**config.mk**
```make
export PLATFORM = sky130hd
export DESIGN_NAME = ray_slab_hit_reduce
export DESIGN_NICKNAME = d
export VERILOG_FILES = /design/src/rtl/ray_slab_hit_reduce_pkg.sv /design/src/rtl/ray_slab_hit_reduce_fp_cmp.sv /design/src/rtl/ray_slab_hit_reduce.sv
export SDC_FILE = /design/constraint.sdc
export NUM_CORES = 1
export LEC_CHECK = 0
export BUFFER_PORTS_ARGS = -buffer_cell sky130_fd_sc_hd__buf_4
export CAP_MARGIN = 20
export CORE_MARGIN = 2
export CORE_UTILIZATION = 45
export CTS_BUF_LIST = sky130_fd_sc_hd__clkbuf_4
export CTS_CLUSTER_DIAMETER = 120
export DETAILED_ROUTE_END_ITERATION = 7
export PLACE_DENSITY_LB_ADDON = 0.15
export REMOVE_ABC_BUFFERS = 1
export SYNTH_ARGS = -nofsm -noshare
export SYNTH_HDL_FRONTEND = slang
export SYNTH_HIERARCHICAL = 1
export SYNTH_SLANG_ARGS = --single-unit
export TNS_END_PERCENT = 5
```
**constraint.sdc**
```tcl
create_clock -name clk -period 6.13 [get_ports clk]
set_input_delay 0.9195 -clock clk [delete_from_list [all_inputs] [get_ports clk]]
set_output_delay 0.9195 -clock clk [all_outputs]
set_load 0.02 [all_outputs]
```
**src/rtl/ray_slab_hit_reduce_pkg.sv**
```systemverilog
// FloPoCo (WE=11, WF=20) word layout, exception codes and ordering helpers
// shared by the slab hit reducer and its comparator.
package ray_slab_hit_reduce_pkg;

    localparam int WE = 11;
    localparam int WF = 20;
    localparam int W  = WE + WF + 3;

    localparam int EXC_HI   = W - 1;
    localparam int EXC_LO   = W - 2;
    localparam int SIGN_BIT = W - 3;
    localparam int EXP_HI   = W - 4;
    localparam int EXP_LO   = WF;

    localparam logic [1:0] EXC_ZERO = 2'b00;
    localparam logic [1:0] EXC_NORM = 2'b01;
    localparam logic [1:0] EXC_INF  = 2'b10;
    localparam logic [1:0] EXC_NAN  = 2'b11;

    localparam logic [W-1:0] FP_POS_ZERO = '0;

    // Coarse ordering class; only normals need a magnitude tie-break.
    localparam logic [2:0] CLS_NEG_INF  = 3'd0;
    localparam logic [2:0] CLS_NEG_NORM = 3'd1;
    localparam logic [2:0] CLS_ZERO     = 3'd2;
    localparam logic [2:0] CLS_POS_NORM = 3'd3;
    localparam logic [2:0] CLS_POS_INF  = 3'd4;

    typedef enum logic [1:0] {
        IDLE    = 2'd0,
        ACC     = 2'd1,
        RESOLVE = 2'd2,
        DONE    = 2'd3
    } state_t;

    function automatic logic is_nan(input logic [W-1:0] x);
        return x[EXC_HI:EXC_LO] == EXC_NAN;
    endfunction

    function automatic logic [W-4:0] fp_mag(input logic [W-1:0] x);
        return {x[EXP_HI:EXP_LO], x[EXP_LO-1:0]};
    endfunction

    function automatic logic [2:0] fp_class(input logic [W-1:0] x);
        logic [2:0] c;
        case (x[EXC_HI:EXC_LO])
            EXC_ZERO: c = CLS_ZERO;
            EXC_NORM: c = x[SIGN_BIT] ? CLS_NEG_NORM : CLS_POS_NORM;
            EXC_INF:  c = x[SIGN_BIT] ? CLS_NEG_INF : CLS_POS_INF;
            default:  c = CLS_ZERO;
        endcase
        return c;
    endfunction

endpackage

```
**src/rtl/ray_slab_hit_reduce_fp_cmp.sv**
```systemverilog
// Combinational FloPoCo compare: a_ge_b in the total order (zero sign ignored);
// any NaN operand raises unordered and forces a_ge_b low.
module fp_cmp_flopoco
    import ray_slab_hit_reduce_pkg::*;
(
    input  logic [W-1:0] a,
    input  logic [W-1:0] b,
    output logic         a_ge_b,
    output logic         unordered
);

    logic [2:0] cls_a;
    logic [2:0] cls_b;

    always_comb begin
        cls_a     = fp_class(a);
        cls_b     = fp_class(b);
        unordered = is_nan(a) || is_nan(b);
        a_ge_b    = 1'b0;
        if (!unordered) begin
            if (cls_a != cls_b)
                a_ge_b = cls_a > cls_b;
            else if (cls_a == CLS_NEG_NORM)
                a_ge_b = fp_mag(a) <= fp_mag(b);
            else if (cls_a == CLS_POS_NORM)
                a_ge_b = fp_mag(a) >= fp_mag(b);
            else
                a_ge_b = 1'b1;
        end
    end

endmodule

```
**src/rtl/ray_slab_hit_reduce.sv**
```systemverilog
// Reduces per-axis {tnear,tfar} slabs to one hit/miss verdict per ray; verdict valid
// 2 cycles after the final beat's accept cycle; in_ready stays low until the verdict is taken.
module ray_slab_hit_reduce
    import ray_slab_hit_reduce_pkg::*;
#(
    parameter int NUM_AXES = 3
) (
    input  logic         clk,
    input  logic         rst,
    input  logic         in_valid,
    output logic         in_ready,
    input  logic [W-1:0] in_tnear,
    input  logic [W-1:0] in_tfar,
    input  logic         in_last,
    output logic         out_valid,
    input  logic         out_ready,
    output logic         out_hit,
    output logic         out_nan,
    output logic [W-1:0] out_tnear,
    output logic [W-1:0] out_tfar
);

    localparam int            CW        = (NUM_AXES > 1) ? $clog2(NUM_AXES) : 1;
    localparam logic [CW-1:0] LAST_BEAT = CW'(NUM_AXES - 1);

    state_t        state;
    logic [CW-1:0] beat_cnt;
    logic [W-1:0]  acc_near;
    logic [W-1:0]  acc_far;
    logic          acc_nan;

    logic          accept;
    logic          final_beat;
    logic          in_nan;
    logic          near_ge, near_uo, far_ge, far_uo;
    logic          res_le, res_le_uo, res_pos, res_pos_uo;
    logic [W-1:0]  next_near;
    logic [W-1:0]  next_far;

    assign in_ready   = !rst && (state == IDLE || state == ACC);
    assign accept     = in_valid && in_ready;
    assign final_beat = in_last || (beat_cnt == LAST_BEAT);
    assign in_nan     = is_nan(in_tnear) || is_nan(in_tfar);

    fp_cmp_flopoco u_max (.a(acc_near), .b(in_tnear),    .a_ge_b(near_ge), .unordered(near_uo));
    fp_cmp_flopoco u_min (.a(in_tfar),  .b(acc_far),     .a_ge_b(far_ge),  .unordered(far_uo));
    fp_cmp_flopoco u_le  (.a(acc_far),  .b(acc_near),    .a_ge_b(res_le),  .unordered(res_le_uo));
    fp_cmp_flopoco u_pos (.a(acc_far),  .b(FP_POS_ZERO), .a_ge_b(res_pos), .unordered(res_pos_uo));

    // Ties keep the accumulator; a NaN operand yields the other operand.
    assign next_near = near_uo ? (is_nan(in_tnear) ? acc_near : in_tnear)
                               : (near_ge ? acc_near : in_tnear);
    assign next_far  = far_uo  ? (is_nan(in_tfar) ? acc_far : in_tfar)
                               : (far_ge ? acc_far : in_tfar);

    always_ff @(posedge clk or posedge rst) begin
        if (rst) begin
            state     <= IDLE;
            beat_cnt  <= '0;
            acc_near  <= '0;
            acc_far   <= '0;
            acc_nan   <= 1'b0;
            out_valid <= 1'b0;
            out_hit   <= 1'b0;
            out_nan   <= 1'b0;
            out_tnear <= '0;
            out_tfar  <= '0;
        end else begin
            case (state)
                IDLE: if (accept) begin
                    acc_near <= in_tnear;
                    acc_far  <= in_tfar;
                    acc_nan  <= in_nan;
                    beat_cnt <= beat_cnt + CW'(1);
                    state    <= final_beat ? RESOLVE : ACC;
                end
                ACC: if (accept) begin
                    acc_near <= next_near;
                    acc_far  <= next_far;
                    acc_nan  <= acc_nan | in_nan;
                    beat_cnt <= beat_cnt + CW'(1);
                    if (final_beat)
                        state <= RESOLVE;
                end
                RESOLVE: begin
                    out_hit   <= !acc_nan && !res_le_uo && res_le && !res_pos_uo && res_pos;
                    out_nan   <= acc_nan;
                    out_tnear <= acc_near;
                    out_tfar  <= acc_far;
                    out_valid <= 1'b1;
                    state     <= DONE;
                end
                DONE: if (out_ready) begin
                    out_valid <= 1'b0;
                    beat_cnt  <= '0;
                    state     <= IDLE;
                end
                default: state <= IDLE;
            endcase
        end
    end

endmodule

```
# Yosys cells after proc, flatten, opt, wreduce, memory -nomap -nowiden
# Index checks and enable logic that the tools add are counted.
[word_totals]
reg_bits = 144
in_bits = 73
wordCells = 139
[op_classes]
addsub = 1
magnitude_cmp = 12
eq_ne = 35
mux = 53
bitwise = 1
n_reduce_logical = 27
[ops]
columns = ["cell", "n"]
rows = [
  ["$mux W34", 10],
  ["$pmux W34 S2", 2],
  ["$ge A31 B31 Y1", 3],
  ["$le A31 B31 Y1", 3],
  ["$ge A31 B1 Y1 const B", 1],
  ["$le A31 B1 Y1 const B", 1],
  ["$pmux W3 S2", 4],
  ["$eq A2 B2 Y1 const B", 11],
  ["$mux W2", 10],
  ["$mux W1", 19],
  ["$mux W3", 4],
  ["$ne A3 B3 Y1 const B", 4],
  ["$eq A2 B1 Y1 const B", 5],
  ["$reduce_and A5 Y1", 2],
  ["$eq A3 B1 Y1 const B", 3],
  ["$eq A3 B2 Y1 const B", 3],
  ["$gt A3 B3 Y1", 3],
  ["$ne A3 B3 Y1", 3],
  ["$ne A2 B2 Y1 const B", 4],
  ["$pmux W2 S4", 1],
  ["$logic_and A1 B1 Y1", 6],
  ["$logic_or A1 B1 Y1", 6],
  ["$reduce_and A3 Y1", 2],
  ["$reduce_bool A2 Y1", 3],
  ["other kinds (12)", 16],
]

# Logic depth before layout (Yosys ltp)
# Gate-level depths: netlist of run 1.
[logic_depth]
word_depth = 11
depth_mapped = 13
ltp_nobuf = 12

# Hierarchy
# The synthesis of run 1 kept the hierarchy.
[modules_own_cells]
columns = ["module", "instances", "cells_per_inst", "area_each_um2"]
rows = [
  ["ray_slab_hit_reduce", 1, 345, 5820.6],
  ["fp_cmp_flopoco", 4, 132, 954.7],
]

# Worst setup path before layout of run 1
# No wires, ideal clock.
[synth_path]
kind = "input-to-reg"
startpoint = "in in_tnear[2]"
endpoint = "reg acc_near[0]"
t_arrival_ns = 2.939
slack_ns = 3.066
path_stages = 12
n_path_buf = 1
path_cell_list = "inv_1 > ha_1 > a21oi_1 > a21oi_1 > o31a_1 > o41ai_2 > mux2i_1 > nor3b_2 > nand3b_1 > nand3_4 > buf_6 > mux2_4"
[synth_via]
elab_chain_cells = 7
word_cells_on_any_way = 8
[synth_rtl]
columns = ["element", "line_no", "text"]
rows = [
  ["start: declaration", "ray_slab_hit_reduce.sv:12", "input logic [W-1:0] in_tnear,"],
  ["$ge A31 B31 Y1", "ray_slab_hit_reduce_fp_cmp.sv:26", "a_ge_b = fp_mag(a) >= fp_mag(b);"],
  ["$mux W1", "ray_slab_hit_reduce_fp_cmp.sv:25", "else if (cls_a == CLS_POS_NORM)"],
  ["$mux W1 (*)", "ray_slab_hit_reduce_fp_cmp.sv:23", "else if (cls_a == CLS_NEG_NORM)"],
  ["$mux W1 (*)", "ray_slab_hit_reduce_fp_cmp.sv:21", "if (cls_a != cls_b)"],
  ["$mux W1 (*)", "ray_slab_hit_reduce_fp_cmp.sv:20", "if (!unordered) begin"],
  ["via near_ge", "ray_slab_hit_reduce.sv:35", "logic near_ge, near_uo, far_ge, far_uo;"],
  ["$ne A3 B3 Y1 (no source line) (*)", "-", ""],
  ["$reduce_and A5 Y1 (no source line) (*)", "-", ""],
  ["end signal: assignment", "ray_slab_hit_reduce.sv:71", "acc_near <= in_tnear;"],
  ["end signal: assignment", "ray_slab_hit_reduce.sv:78", "acc_near <= next_near;"],
  ["end: declaration", "ray_slab_hit_reduce.sv:28", "logic [W-1:0] acc_near;"],
]
# The timed path passes the listed nets; every way through them passes the cells marked *.
# A chain may end at the register's enable or synchronous reset.

# Worst setup path in the final report of run 1
[layout_path]
startpoint = "reg acc_far[13]"
endpoint = "reg acc_far[30]"
[layout_via]
elab_chain_cells = 7
word_cells_on_any_way = 8
[layout_rtl]
columns = ["element", "line_no", "text"]
rows = [
  ["start: declaration", "ray_slab_hit_reduce.sv:29", "logic [W-1:0] acc_far;"],
  ["start signal: assignment", "ray_slab_hit_reduce.sv:72", "acc_far <= in_tfar;"],
  ["start signal: assignment", "ray_slab_hit_reduce.sv:79", "acc_far <= next_far;"],
  ["$ge A31 B31 Y1", "ray_slab_hit_reduce_fp_cmp.sv:26", ""],
  ["$mux W1", "ray_slab_hit_reduce_fp_cmp.sv:25", ""],
  ["$mux W1 (*)", "ray_slab_hit_reduce_fp_cmp.sv:23", ""],
  ["$mux W1 (*)", "ray_slab_hit_reduce_fp_cmp.sv:21", ""],
  ["$mux W1 (*)", "ray_slab_hit_reduce_fp_cmp.sv:20", ""],
  ["via far_ge", "ray_slab_hit_reduce.sv:35", ""],
  ["$ne A3 B3 Y1 (no source line) (*)", "-", ""],
  ["$reduce_and A5 Y1 (no source line) (*)", "-", ""],
]
# Marks and branches as above.

==> flow_metrics.py, run 1 <==
metrics = {
    "yosys": {
        "synth.most_common_cell": "dfrtp_1",
        "ys.warnings.count": 6,
        "synth_top_area_cell": "dfrtp_1",
        "synth.top_cells.by_area": "dfrtp_1 37%, ha_1 18%, mux2_4 9.3%, mux2_2 9.0%, inv_1 5.5%",
        "synth.distinct_cells": 44,
        "async_flop_share_pct": 100,
        "synth_common_cells": "144 x dfrtp_1, 141 x ha_1, 141 x inv_1",
        "synth_top_area_share_pct": 37.4,
        "synth_area_sq_mm": 0.00964,
        "syn_area_per_cell_sq_um": 11.0,
        "postSynthCellCount": 873,
        "yosysSeqAreaShare_pct": 37.4,
        "ys_ff_latch": 144,
        "synth-edff-count": 0,
        "ys.flop_type": "dfrtp_1",
    },
    "timing": {
        "post-route-min-period_ns": 3.43,
        "fin_crit_sh_pct": 55.9,
        "finalSetupTns_ns": 0,
        "rsz0062_at_grt": "false",
        "max_freq_mhz": 292,
        "fin_worst_skew_ns": 0.0203,
        "maxSlewViolCount": 0,
        "final-setup-viol-count": 0,
        "maxSlewHeadroom_pct": 36.3,
        "hold_viol": 0,
        "worst_slew_pin_slew_ns": 0.956,
        "whs_ns": 0.521,
    },
    "critical_path": {
        "cp.arrival_ns": 3.84,
        "timing.rr.start": "acc_far[13]",
        "worst_setup_path_start_kind": "flip-flop",
        "critPathKind": "flip-flop to flip-flop",
        "cp-startpoint": "acc_far[13]",
        "crit_fanout": 34,
        "cp-end-kind": "flip-flop",
        "required_ns": 6.55,
    },
    "worst_hold_path": {
        "hp-start": "out_tfar[31]",
        "hold_class": "flip-flop to flip-flop",
    },
    "cells_and_area": {
        "drive_above_1_share_pct": 31.5,
        "area.growth.synth_to_final_pct": 18.4,
        "nNetsFinal": 1276,
    },
    "clocking": {
        "cts_root_buffer": "clkbuf_4",
        "cts_resized": 0,
        "cts_setup_buffers": 0,
        "holdBufCountCts": 0,
        "clock_sinks": 144,
        "htree_num_levels": 4,
        "cts_tree": "done",
        "clock_latency_ns": 0.54,
        "cts.path.max_buffers": 2,
        "cts_buffers": 17,
        "path_clk_slew_ns": 0.12,
    },
    "grt": {
        "grt_overflow": 0,
        "grt_pass1_vias": 6735,
        "grt_usage_pct": 19.7,
        "grt_pass1_wl_mm": 34.4,
        "grt_max_degree": 106,
        "antenna_found_initial": 1,
    },
    "power_and_ir_drop": {
        "leakage_nw": 5.75,
        "power_density_mw_per_mm2": 512,
        "ir_worst_vdd_uv": 275,
    },
    "placement": {
        "io_buffers": 144,
        "gp_routability_congestion": 0.777,
        "post-dp-hpwl_mm": 16.5,
    },
    "detailed_routing": {
        "vias": 6889,
        "first_pass_iters": 4,
        "wl_mm": 21.4,
        "wl_met2_mm": 10.0,
        "drt-met1-wl_mm": 10.0,
        "wire_per_inst_um": 15.8,
        "drc": 0,
        "viasPerCell": 5.10,
        "wl_met3_mm": 1.13,
        "top_layer": "met4",
        "first_iter_violations": 208,
        "final_antenna_net_count": 0,
    },
    "floorplan": {
        "core_sq_mm": 0.0210,
        "die_h_um": 150,
        "core.rowCount": 53,
        "start_util_pct": 45.9,
        "die_w_um": 150,
        "die-area_sq_mm": 0.0226,
        "io_pins": 145,
    },
    "status": {
        "status": "finished clean",
    },
    "flow_run": {
        "drv_cap": 0,
    },
}
[critical path: stages (launching register included)]
cell,delay [ns]
dfrtp_1,0.48
inv_1,0.07
ha_1,0.31
nand4_1,0.19
nor4_1,0.59
a21oi_1,0.17
nand4b_1,0.13
mux2i_1,0.09
nor3b_2,0.17
nand3b_1,0.13
nand3_4,0.56
mux2_2,0.41
[cells by family after synthesis]
kind of cell	after synthesis	synth area share, %
adders and majority gates	141	18.3
muxes	142	18.9
AOI/OAI and AO/OA	136	9.19
other	1	0.0389
DFF	144	37.4
and+or+nand+nor	153	9.55
buffers and inverters	156	6.67
[flip-flops by register name, summed over array words and instances, names as in the netlist]
signal,count
acc_far,34
acc_near,34
out_tfar,34
out_tnear,34
beat_cnt,2
state,2
acc_nan,1
out_hit,1
out_nan,1
out_valid,1
[cell type report]
| class | count | area (sq um) |
|---|---|---|
| flip-flops and latches | 144 | 3600 |
| multi-input cells | 612 | 5550 |
| repair buffers | 146 | 1120 |
| inverters | 141 | 534 |
| clock buffers | 19 | 143 |
| fillers | 1921 | 9610 |
| diodes | 1 | 2.50 |
| clock inverters | 12 | 119 |
| well taps | 275 | 344 |
[report_power, final]
group / leakage (nW) / switching (W) / internal [W]
Combinational: 3.90 / 0.00155 / 0.00172
Clock: 0.141 / 0.000344 / 0.000244
Sequential: 1.71 / 0.000536 / 0.00144
[stage by stage]
step / cells / instance area, sq um / total power, W / utilization, % / setup WS [ns]
3_5_place_dp: 1317 / 11100 / 0.00528 / 52.9 / 2.12
5_1_grt: 1350 / 11400 / 0.00638 / 54.3 / 2.42
3_3_place_gp: 1317 / 11100 / 0.00520 / 52.9 / 2.15
4_1_cts: 1348 / 11400 / 0.00589 / 54.2 / 2.61
6_report: 1350 / 11400 / 0.00584 / 54.3 / 2.70
2_1_floorplan: 897 / 9670 / 0.00424 / - / 1.34
[worst paths after layout]
| check | slack, ns | endpoint | depth (start not counted) |
|---|---|---|---|
| worst max-delay path | 2.70 | acc_far[30] | 11 |
| worst min-delay path | 0.52 | out_tfar[31] | 1 |
| worst max register to register | 2.70 | acc_far[30] | 11 |
| worst min register to register | 0.52 | out_tfar[31] | 1 |
| max in group asynchronous | 4.45 | out_tnear[9] | 3 |
| min in group asynchronous | 0.60 | state[1] | 2 |
[cells in the final DEF, fill, tap and decap left out, types with 5 or more instances in the layout]
cell,synthesis,routed
a21oi_1,62,62
buf_4,1,145
conb_1,1,40
nand4_1,34,34
ha_1,141,140
clkbuf_4,0,19
o21ai_0,23,23
nand3_1,18,18
o21a_1,6,6
nor3_1,5,5
mux2_4,60,60
mux2_2,77,77
dfrtp_1,144,144
nor2_1,19,19
mux2i_1,5,5
a21o_1,8,8
nor2b_1,16,16
nand3b_1,6,6
nand2_1,25,25
inv_1,141,140
[layer usage]
layer  track usage, %  vias to the layer above
li1                 -                     3449
met1             27.0                     3304
met2             32.1                      127
met3             4.52                        9
met4             3.92                        0
met5                0                        -
No activity file was read; power rests on OpenSTA's default activity.
==> inputs of run 2 (changes only) <==
==> constraint.sdc (replaced) <==
create_clock -name clk -period 3.25 [get_ports clk]
set_input_delay 0.4875 -clock clk [delete_from_list [all_inputs] [get_ports clk]]
set_output_delay 0.4875 -clock clk [all_outputs]
set_load 0.02 [all_outputs]
==> flow_metrics.py, run 2 (synthesized netlist as in run 1, its figures left out) <==
metrics = {
    "detailed_routing": {
        "first_pass_iters": 4,
        "drc": 0,
        "first_iter_violations": 283,
        "wl_mm": 22.3,
        "final_antenna_net_count": 0,
        "wl_met3_um": 829,
        "viasPerCell": 5.08,
        "drt-met1-wl_mm": 10.8,
        "wl_met2_mm": 10.5,
        "top_layer": "met4",
        "vias": 7066,
        "wire_per_inst_um": 16.0,
    },
    "clocking": {
        "path_clk_slew_ns": 0.14,
        "cts_root_buffer": "clkbuf_4",
        "cts_tree": "done",
        "cts_buffers": 17,
        "clock_latency_ns": 0.57,
        "clock_sinks": 144,
        "htree_num_levels": 4,
        "cts.path.max_buffers": 2,
    },
    "floorplan": {
        "die_h_um": 150,
        "die_w_um": 150,
        "die-area_sq_mm": 0.0226,
        "start_util_pct": 45.9,
        "core.rowCount": 53,
        "core_sq_mm": 0.0210,
        "io_pins": 145,
    },
    "cells_and_area": {
        "fill_cells": 1874,
        "area.growth.synth_to_final_pct": 22.3,
        "instances_no_fill": 1391,
        "regArea_sq_mm": 0.00360,
        "final_cell_mix": "181 x buf_4, 144 x dfrtp_1, 140 x inv_1, 140 x ha_1, 77 x mux2_2",
        "drive_above_1_share_pct": 34.0,
        "multiInputGateArea_sq_mm": 0.00556,
        "nNetsFinal": 1316,
        "utilization_pct": 56.1,
        "final_common_cell": "buf_4",
    },
    "placement": {
        "gp_routability_congestion": 0.832,
        "post-dp-hpwl_mm": 17.6,
        "io_buffers": 144,
        "place_inst": 1357,
        "dpl_worst_slack_ns": 0.0502,
    },
    "timing": {
        "worst_slew_pin_slew_ns": 0.653,
        "final-setup-viol-count": 0,
        "finalSetupTns_ns": 0,
        "rsz0062_at_grt": "false",
        "fin_ws_ns": 0.211,
        "max_freq_mhz": 329,
        "maxSlewHeadroom_pct": 56.5,
        "fin_worst_skew_ns": 0.0242,
        "maxSlewViolCount": 0,
        "hold_viol": 0,
        "post-route-min-period_ns": 3.04,
        "fin_crit_sh_pct": 93.5,
    },
    "grt": {
        "grt_pass1_vias": 7036,
        "grt_usage_pct": 20.7,
        "grt_pass1_wl_mm": 36.3,
        "antenna_found_initial": 1,
        "grt_overflow": 0,
        "grt_max_degree": 62,
    },
    "flow_run": {
        "drv_cap": 0,
    },
    "power_and_ir_drop": {
        "ir_worst_vdd_uv": 486,
        "power_density_mw_per_mm2": 978,
        "leakage_nw": 5.97,
    },
    "critical_path": {
        "cp.arrival_ns": 3.50,
        "crit_fanout": 16,
        "required_ns": 3.71,
        "critPathKind": "flip-flop to flip-flop",
        "worst_setup_path_start_kind": "flip-flop",
        "cp-end-kind": "flip-flop",
    },
    "worst_hold_path": {
        "hold_class": "input pin to flip-flop",
    },
    "status": {
        "status": "finished clean",
    },
}
run 2: worst paths after layout:
path                              startpoint      endpoint  slack, ns  depth (start not counted)
min in group asynchronous                rst     out_valid       0.54                          3
max in group asynchronous                rst   acc_far[27]       1.89                          4
worst max register to register  acc_near[21]  acc_near[30]       0.21                         10
worst min register to register   out_tfar[8]   out_tfar[8]       0.52                          1
worst min-delay path               out_ready     out_valid       0.12                          2
worst max-delay path            acc_near[21]  acc_near[30]       0.21                         10
run 2: layer usage:
layer	GRT usage [%]	vias to the layer above
met5	0	-
met4	4.86	0
met3	3.48	12
met2	33.8	126
met1	28.8	3402
li1	-	3526
run 2: cell type report:
| cell class | instances | area share (%) |
|---|---|---|
| diodes | 1 | 0.0212 |
| repair buffers | 186 | 12.3 |
| flip-flops and latches | 144 | 30.6 |
| inverters | 141 | 4.53 |
| clock inverters | 15 | 1.41 |
| multi-input cells | 612 | 47.2 |
| well taps | 275 | 2.92 |
| clock buffers | 17 | 1.08 |
run 2: power by group:
part           switching, W  internal [W]
Combinational       0.00333       0.00352
Sequential         0.000725       0.00272
Clock              0.000700      0.000529
Total               0.00475       0.00677
run 2: worst max-delay path: stages, from the launching register on:
cell      delay (ns)
dfrtp_1         0.45
ha_1            0.32
nand4_1         0.19
nor4_2          0.56
o41ai_2         0.24
mux2i_1         0.17
nor3b_2         0.17
nand3b_1        0.13
nand3_4         0.16
buf_12          0.18
mux2_2          0.34
run 2: through the flow:
step	hold slack, ns	cell area (sq um)	power (W)
global placement	0.492	11500	0.0102
detailed placement	0.497	11500	0.0104
CTS	0.0771	11800	0.0116
floorplan	0.475	9670	0.00799
finish	0.115	11800	0.0115
global route	0.0799	11800	0.0126
run 2: timing repair:
item / in CTS / in global routing
resized for setup: 0 / 1
buffers inserted: 0 / 0
hold buffers: 1 / 0
endpoints found under the setup margin: 0 / 1
hold endpoints to repair: 41 / 0
